**src/rtl/cpu_bus_slot_ctrl.sv**
```systemverilog
`timescale 1ns/1ps
// cpu_bus_slot_ctrl: 65C02 bus-cycle controller with slot decode, wait states, phi2 stretch and read mux.
// Optional macro EXT_RDY_EN adds the ext_rdy input that can hold external cycles open.
module cpu_bus_slot_ctrl #(
   parameter int                      CLKEN_BITS = 2,
   parameter int                      NUM_SLOTS  = 4,
   parameter logic [16*NUM_SLOTS-1:0] SLOT_BASE  = {16'h8800, 16'h8000, 16'hC000, 16'h0000},
   parameter logic [16*NUM_SLOTS-1:0] SLOT_MASK  = {16'hFFF0, 16'hFFF0, 16'hC000, 16'h8000},
   parameter logic [4*NUM_SLOTS-1:0]  SLOT_WAIT  = {4'd1, 4'd1, 4'd0, 4'd0},
   parameter int                      EXT_WAIT   = 3
) (
   input  logic                   clk,
   input  logic                   resb,
   input  logic [15:0]            cpu_addr_next,
   input  logic [7:0]             cpu_dout_next,
   input  logic                   cpu_we_next,
   output logic                   cpu_rdy,
   output logic [7:0]             cpu_din,
   output logic [15:0]            bus_addr,
   output logic [7:0]             bus_wdata,
   output logic                   bus_we,
   output logic [NUM_SLOTS-1:0]   slot_sel,
   output logic                   ext_sel,
   output logic                   slot_wr_stb,
   input  logic [8*NUM_SLOTS-1:0] slot_rdata,
   input  logic [7:0]             ext_rdata,
   output logic                   bus_phi2
`ifdef EXT_RDY_EN
   ,
   input  logic                   ext_rdy
`endif
);

   localparam logic [CLKEN_BITS-1:0] PH_LAST    = '1;
   localparam logic [CLKEN_BITS-1:0] PH_ONE     = CLKEN_BITS'(1);
   localparam logic [3:0]            EXT_WAIT_W = 4'(EXT_WAIT);

   logic [CLKEN_BITS-1:0] ph_q, ph_d;
   logic [3:0]            wc_q, wc_d;
   logic                  stretch_q, stretch_d;
   logic                  rdy_q;
   logic [15:0]           addr_q;
   logic [7:0]            wdata_q;
   logic                  we_q;
   logic [NUM_SLOTS-1:0]  sel_q;
   logic                  ext_q;
   logic [7:0]            din_q;

   logic [NUM_SLOTS-1:0]  dec_sel;
   logic                  dec_hit;
   logic [3:0]            dec_wait;
   logic [7:0]            rd_mux;
   logic                  ph_last;
   logic                  ext_ok;
   logic                  cyc_end;

   // Lowest-index hit wins, so overlapping regions still yield a one-hot select.
   always_comb begin
      dec_sel  = '0;
      dec_hit  = 1'b0;
      dec_wait = EXT_WAIT_W;
      for (int i = 0; i < NUM_SLOTS; i++) begin
         if (!dec_hit && ((cpu_addr_next & SLOT_MASK[16*i +: 16]) == SLOT_BASE[16*i +: 16])) begin
            dec_hit    = 1'b1;
            dec_sel[i] = 1'b1;
            dec_wait   = SLOT_WAIT[4*i +: 4];
         end
      end
   end

   always_comb begin
      rd_mux = ext_q ? ext_rdata : 8'h00;
      for (int i = 0; i < NUM_SLOTS; i++) begin
         if (sel_q[i]) rd_mux = slot_rdata[8*i +: 8];
      end
   end

`ifdef EXT_RDY_EN
   assign ext_ok = ~ext_q | ext_rdy;
`else
   assign ext_ok = 1'b1;
`endif

   assign ph_last = (ph_q == PH_LAST);
   assign cyc_end = ph_last && (wc_q == 4'd0) && ext_ok;

   // stretch_q marks every base cycle after the first, keeping phi2 high through wait states.
   always_comb begin
      ph_d      = ph_q + PH_ONE;
      wc_d      = wc_q;
      stretch_d = stretch_q;
      if (rdy_q) begin
         wc_d = dec_wait;
      end else if (ph_last && (wc_q != 4'd0)) begin
         wc_d      = wc_q - 4'd1;
         stretch_d = 1'b1;
      end else if (ph_last && !ext_ok) begin
         stretch_d = 1'b1;
      end
      if (cyc_end) stretch_d = 1'b0;
   end

   always_ff @(posedge clk or negedge resb) begin
      if (!resb) begin
         ph_q      <= '0;
         wc_q      <= 4'd0;
         stretch_q <= 1'b0;
         rdy_q     <= 1'b0;
         addr_q    <= 16'h0000;
         wdata_q   <= 8'h00;
         we_q      <= 1'b0;
         sel_q     <= '0;
         ext_q     <= 1'b0;
         din_q     <= 8'h00;
      end else begin
         ph_q      <= ph_d;
         wc_q      <= wc_d;
         stretch_q <= stretch_d;
         rdy_q     <= cyc_end;
         if (cyc_end) din_q <= rd_mux;
         if (rdy_q) begin
            addr_q  <= cpu_addr_next;
            wdata_q <= cpu_dout_next;
            we_q    <= cpu_we_next;
            sel_q   <= dec_sel;
            ext_q   <= ~dec_hit;
         end
      end
   end

   assign cpu_rdy     = rdy_q;
   assign cpu_din     = din_q;
   assign bus_addr    = addr_q;
   assign bus_wdata   = wdata_q;
   assign bus_we      = we_q;
   assign slot_sel    = sel_q;
   assign ext_sel     = ext_q;
   assign slot_wr_stb = rdy_q & we_q;
   assign bus_phi2    = ph_q[CLKEN_BITS-1] | stretch_q;

endmodule
```
**config.mk**
```make
export PLATFORM = sky130hd
export DESIGN_NAME = cpu_bus_slot_ctrl
export DESIGN_NICKNAME = d
export VERILOG_FILES = /design/src/rtl/cpu_bus_slot_ctrl.sv
export SDC_FILE = /design/constraint.sdc
export NUM_CORES = 1
export LEC_CHECK = 0
export ABC_AREA = 1
export ABC_CLOCK_PERIOD_IN_PS = 1620
export BUFFER_PORTS_ARGS = -buffer_cell sky130_fd_sc_hd__buf_2
export CORE_ASPECT_RATIO = 1.4
export CORE_MARGIN = 2
export CORE_UTILIZATION = 30
export DETAILED_ROUTE_END_ITERATION = 8
export GPL_TIMING_DRIVEN = 0
export PLACE_DENSITY = 0.56
export SYNTH_ARGS = -nofsm -noshare
export SYNTH_HDL_FRONTEND = slang
export SYNTH_SLANG_ARGS = --single-unit
```
**constraint.sdc**
```tcl
create_clock -name clk -period 1.62 [get_ports clk]
set_clock_uncertainty 0.05 [all_clocks]
set_input_delay 0.162 -clock clk [delete_from_list [all_inputs] [get_ports clk]]
set_output_delay 0.162 -clock clk [all_outputs]
set_load 0.05 [all_outputs]
```
==> results summary <==
The run finished, with violations left. The final reports fail on hold timing. The remaining routing DRC violations is 0. The die footprint is 8300 µm². The wire length of the first global-routing pass is 9780 µm. The cell area that synthesis handed to floorplanning was 2270 µm².

The path type of the worst min-delay path is input port to asynchronous set/reset pin. The number of hold violations in the final report is 19. Summing all flip-flop and latch instances after layout gives 1150 µm². After clock tree synthesis, the clock-pin slew on the worst setup and hold paths is 90 ps. The row count is 37. Yosys instantiated no cell more often than nand2_1. The worst setup path is launched from a register. The count of synthesis-stage warnings from yosys is 0. The worst hold slack is -12.3 ps. The fraction of the cycle the final worst path needs came out at 87.2%. The sum of met3 wire segment lengths after detailed routing is 532 µm. The area added between synthesis and finish is 37.9%. The root cell of the clock tree is clkbuf_8. Setup violations remaining at the end of the flow were counted as 0. The number of nets still failing antenna checks after routing is 0. The source-to-sink clock delay at the later pin of the worst-skew pair is 300 ps. The number of input and output port buffers inserted came out at 107.

Setup repair after global routing left no endpoint under its margin. Summed over all cells, the static leakage comes to 0.00183 µW. The share of synthesized area occupied by flip-flops and latches is 50.7%. The worst setup path is captured at an output pin.

The CTS tree is done. The number of buffers on the longest clock path came out at 2. The commonest cells after synthesis are 105 x nand2_1, 46 x dfrtp_1, 29 x a21oi_1. Summed over all nets, the half-perimeter wirelength after detailed placement is 4560 µm. The critical path arrival came out at 1200 ps. In the final routing, the length of wire on met1 measures 2550 µm. The ratio of cells with drive above 1 in the final layout came out at 34.6%.

In this run the worst path has a maximum fanout of 18. The share of synthesized flip-flops with an asynchronous set or reset is 100%. The mean instance size in the synthesized netlist came out at 8.09 µm². The via count of the first global-routing pass is 2123. Routed signal wires occupy layers up through met4.

The die width came out at 77.6 µm. The level count of the clock H-tree is 2. The synthesis-stage register bit count is 46. After synthesis, the cell types taking the most area are dfrtp_1 51%, nand2_1 17%, a21oi_1 6.4%.

The worst setup path is of the register to output pin kind. The routed wirelength normalized by instance count is 12.1 µm. The achievable frequency came out at 708 MHz. Summed over all layers, the routed wires come to 6010 µm. For this design the top-level I/O count stands at 108. Counting flops with a built-in enable in the synthesized netlist gives 0. The sum of met2 wire segment lengths after detailed routing is 2780 µm. The starting density of the core came out at 30.9%. The startpoint of the lowest-slack register-to-register path is wc_q[0]. The first-pass iteration count of the detailed router came out at 4. In the final design database the tool counted 471 nets. Synthesis produced a netlist whose cell count is 281. The number of antenna diodes in the final layout is 0. For the worst setup path, the data required time is 1410 ps. The number of antenna violations at the first check in global routing is 0. The net count of the mapped netlist came out at 351. The aggregate global-route resource usage is 15.0%. For this design the ratio of total power to cell area is 1960 nW/µm². Among all flip-flop cells after synthesis, the most frequent one is dfrtp_1. The number of clock buffers inserted by TritonCTS is 5. The number of sinks on the clock net came out at 46. dfrtp_1 takes more of the synthesized area than any other cell. The transition time at the pin with the least slew margin is 1060 ps.

The worst reg2reg path depth is 6. The number of max-slew violations in the final report came out at 0. The sum of negative setup slack came out at 0 ps. The y dimension of the die came out at 107 µm. Global routing finished with a remaining overflow of 0. In this run, the number of DRC markers left after iteration 0 of detailed routing was 68. The post-route total power is 6150 µW. The time the final worst path needs with I/O delays and setup came out at 1410 ps. The max-cap violation count came out at 0. The buffer count from post-CTS setup fixing is 0.

The share of the synthesized area in the top cell type came out at 50.7%. The routed via count divided by cell count is 4.45. The peak supply drop is 1.05 mV. Headroom to the max-slew limit came out at 29.5%. The weighted congestion at the end of routability-driven global placement came out at 0.729.

The multi-input gate area in the final layout is 912 µm². In this run the worst setup path begins at cpu_rdy. The number of different library cells used by synthesis comes to 20. The fill cell total of the finished layout is 747. The placeable core region is 7360 µm². The number of vias after detailed routing came out at 2219.

Entering global routing, the biggest net connects 47 pins.
cells by family after synthesis:
logic type | after synthesis | share of synthesized area [%]
AO/OA/AOI/OAI | 65 | 15.4
adder cells (fa/ha/maj) | 3 | 1.65
buffers and inverters | 40 | 9.20
flip-flops | 46 | 50.7
AND/OR/NAND/NOR | 127 | 23.1
registers in the layout, summed over array words and instances, names as in the netlist:
| signal | count |
|---|---|
| wc_q | 4 |
| bus_addr | 16 |
| stretch_q | 1 |
| cpu_din | 8 |
| bus_wdata | 8 |
| cpu_rdy | 1 |
| bus_we | 1 |
| ph_q | 2 |
| ext_sel | 1 |
| slot_sel | 4 |
report_power, final:
group	total, µW	internal (µW)	switching, µW
Clock	1020	618	406
Sequential	1890	1630	257
Combinational	3240	787	2450
Total	6150	3040	3120
layer usage:
| metal | GRT usage [%] | vias to the layer above |
|---|---|---|
| li1 | - | 1126 |
| met3 | 3.54 | 11 |
| met1 | 18.2 | 967 |
| met5 | 0 | - |
| met2 | 25.5 | 115 |
| met4 | 5.99 | 0 |
critical path, cell delays in order (launching register included):
cell	delay, ps
dfrtp_1	360
buf_4	230
nand2_1	70
inv_1	60
buf_4	180
metrics by stage:
stage / utilization [%] / instance area (µm²) / setup WS (ps) / instances
after floorplan: - / 2270 / 8.33 / 281
after global placement: 39.8 / 2930 / 253 / 485
after detailed placement: 39.8 / 2930 / 237 / 485
after CTS: 42.6 / 3140 / 2.80 / 500
after global routing: 42.6 / 3130 / 67.2 / 499
final: 42.6 / 3130 / 208 / 499
final cells by class:
cell class,instances,area share (%)
buffer,12,3.27
clock buffer,5,2.20
clock inverter,3,2.20
inverter,27,3.23
multi-input combinational,195,29.1
sequential,46,36.7
tap,97,3.87
timing repair buffer,114,19.4
path summary, 6_finish.rpt:
path	to	slack, ps
max	slot_wr_stb	210
max reg2reg	cpu_din[7]	210
max in group asynchronous	cpu_din[2]	870
min reg2reg	ph_q[0]	380
min	bus_addr[11]	-10
min in group clk	bus_addr[2]	10
repair_timing:
action                                 4_1_cts  5_1_grt
gates cloned                                 0        0
endpoints found under the hold margin        7        0
resized for setup                            1        0
hold buffers                                 7        0
setup endpoints to repair                    1        1
cell usage in the layout (no fill, tap or decap):
master,synthesis,layout
nor2_1,11,11
a21o_1,8,8
buf_6,6,6
nand4_4,1,1
ha_1,3,3
nand2_1,105,105
dfrtp_1,46,46
o21ai_0,11,11
inv_2,6,6
dlygate4sd3_1,0,7
nor3_1,1,1
or2_2,1,1
nor2_8,1,1
a21oi_1,29,29
o21ai_1,16,16
buf_2,5,110
nor2_2,2,2
nand3_1,5,5
o21ai_2,1,1
clkbuf_8,0,5
clkinv_4,0,1
bufinv_16,0,2
buf_4,2,3
inv_1,21,21
No activity file was read; power rests on OpenSTA's default activity.
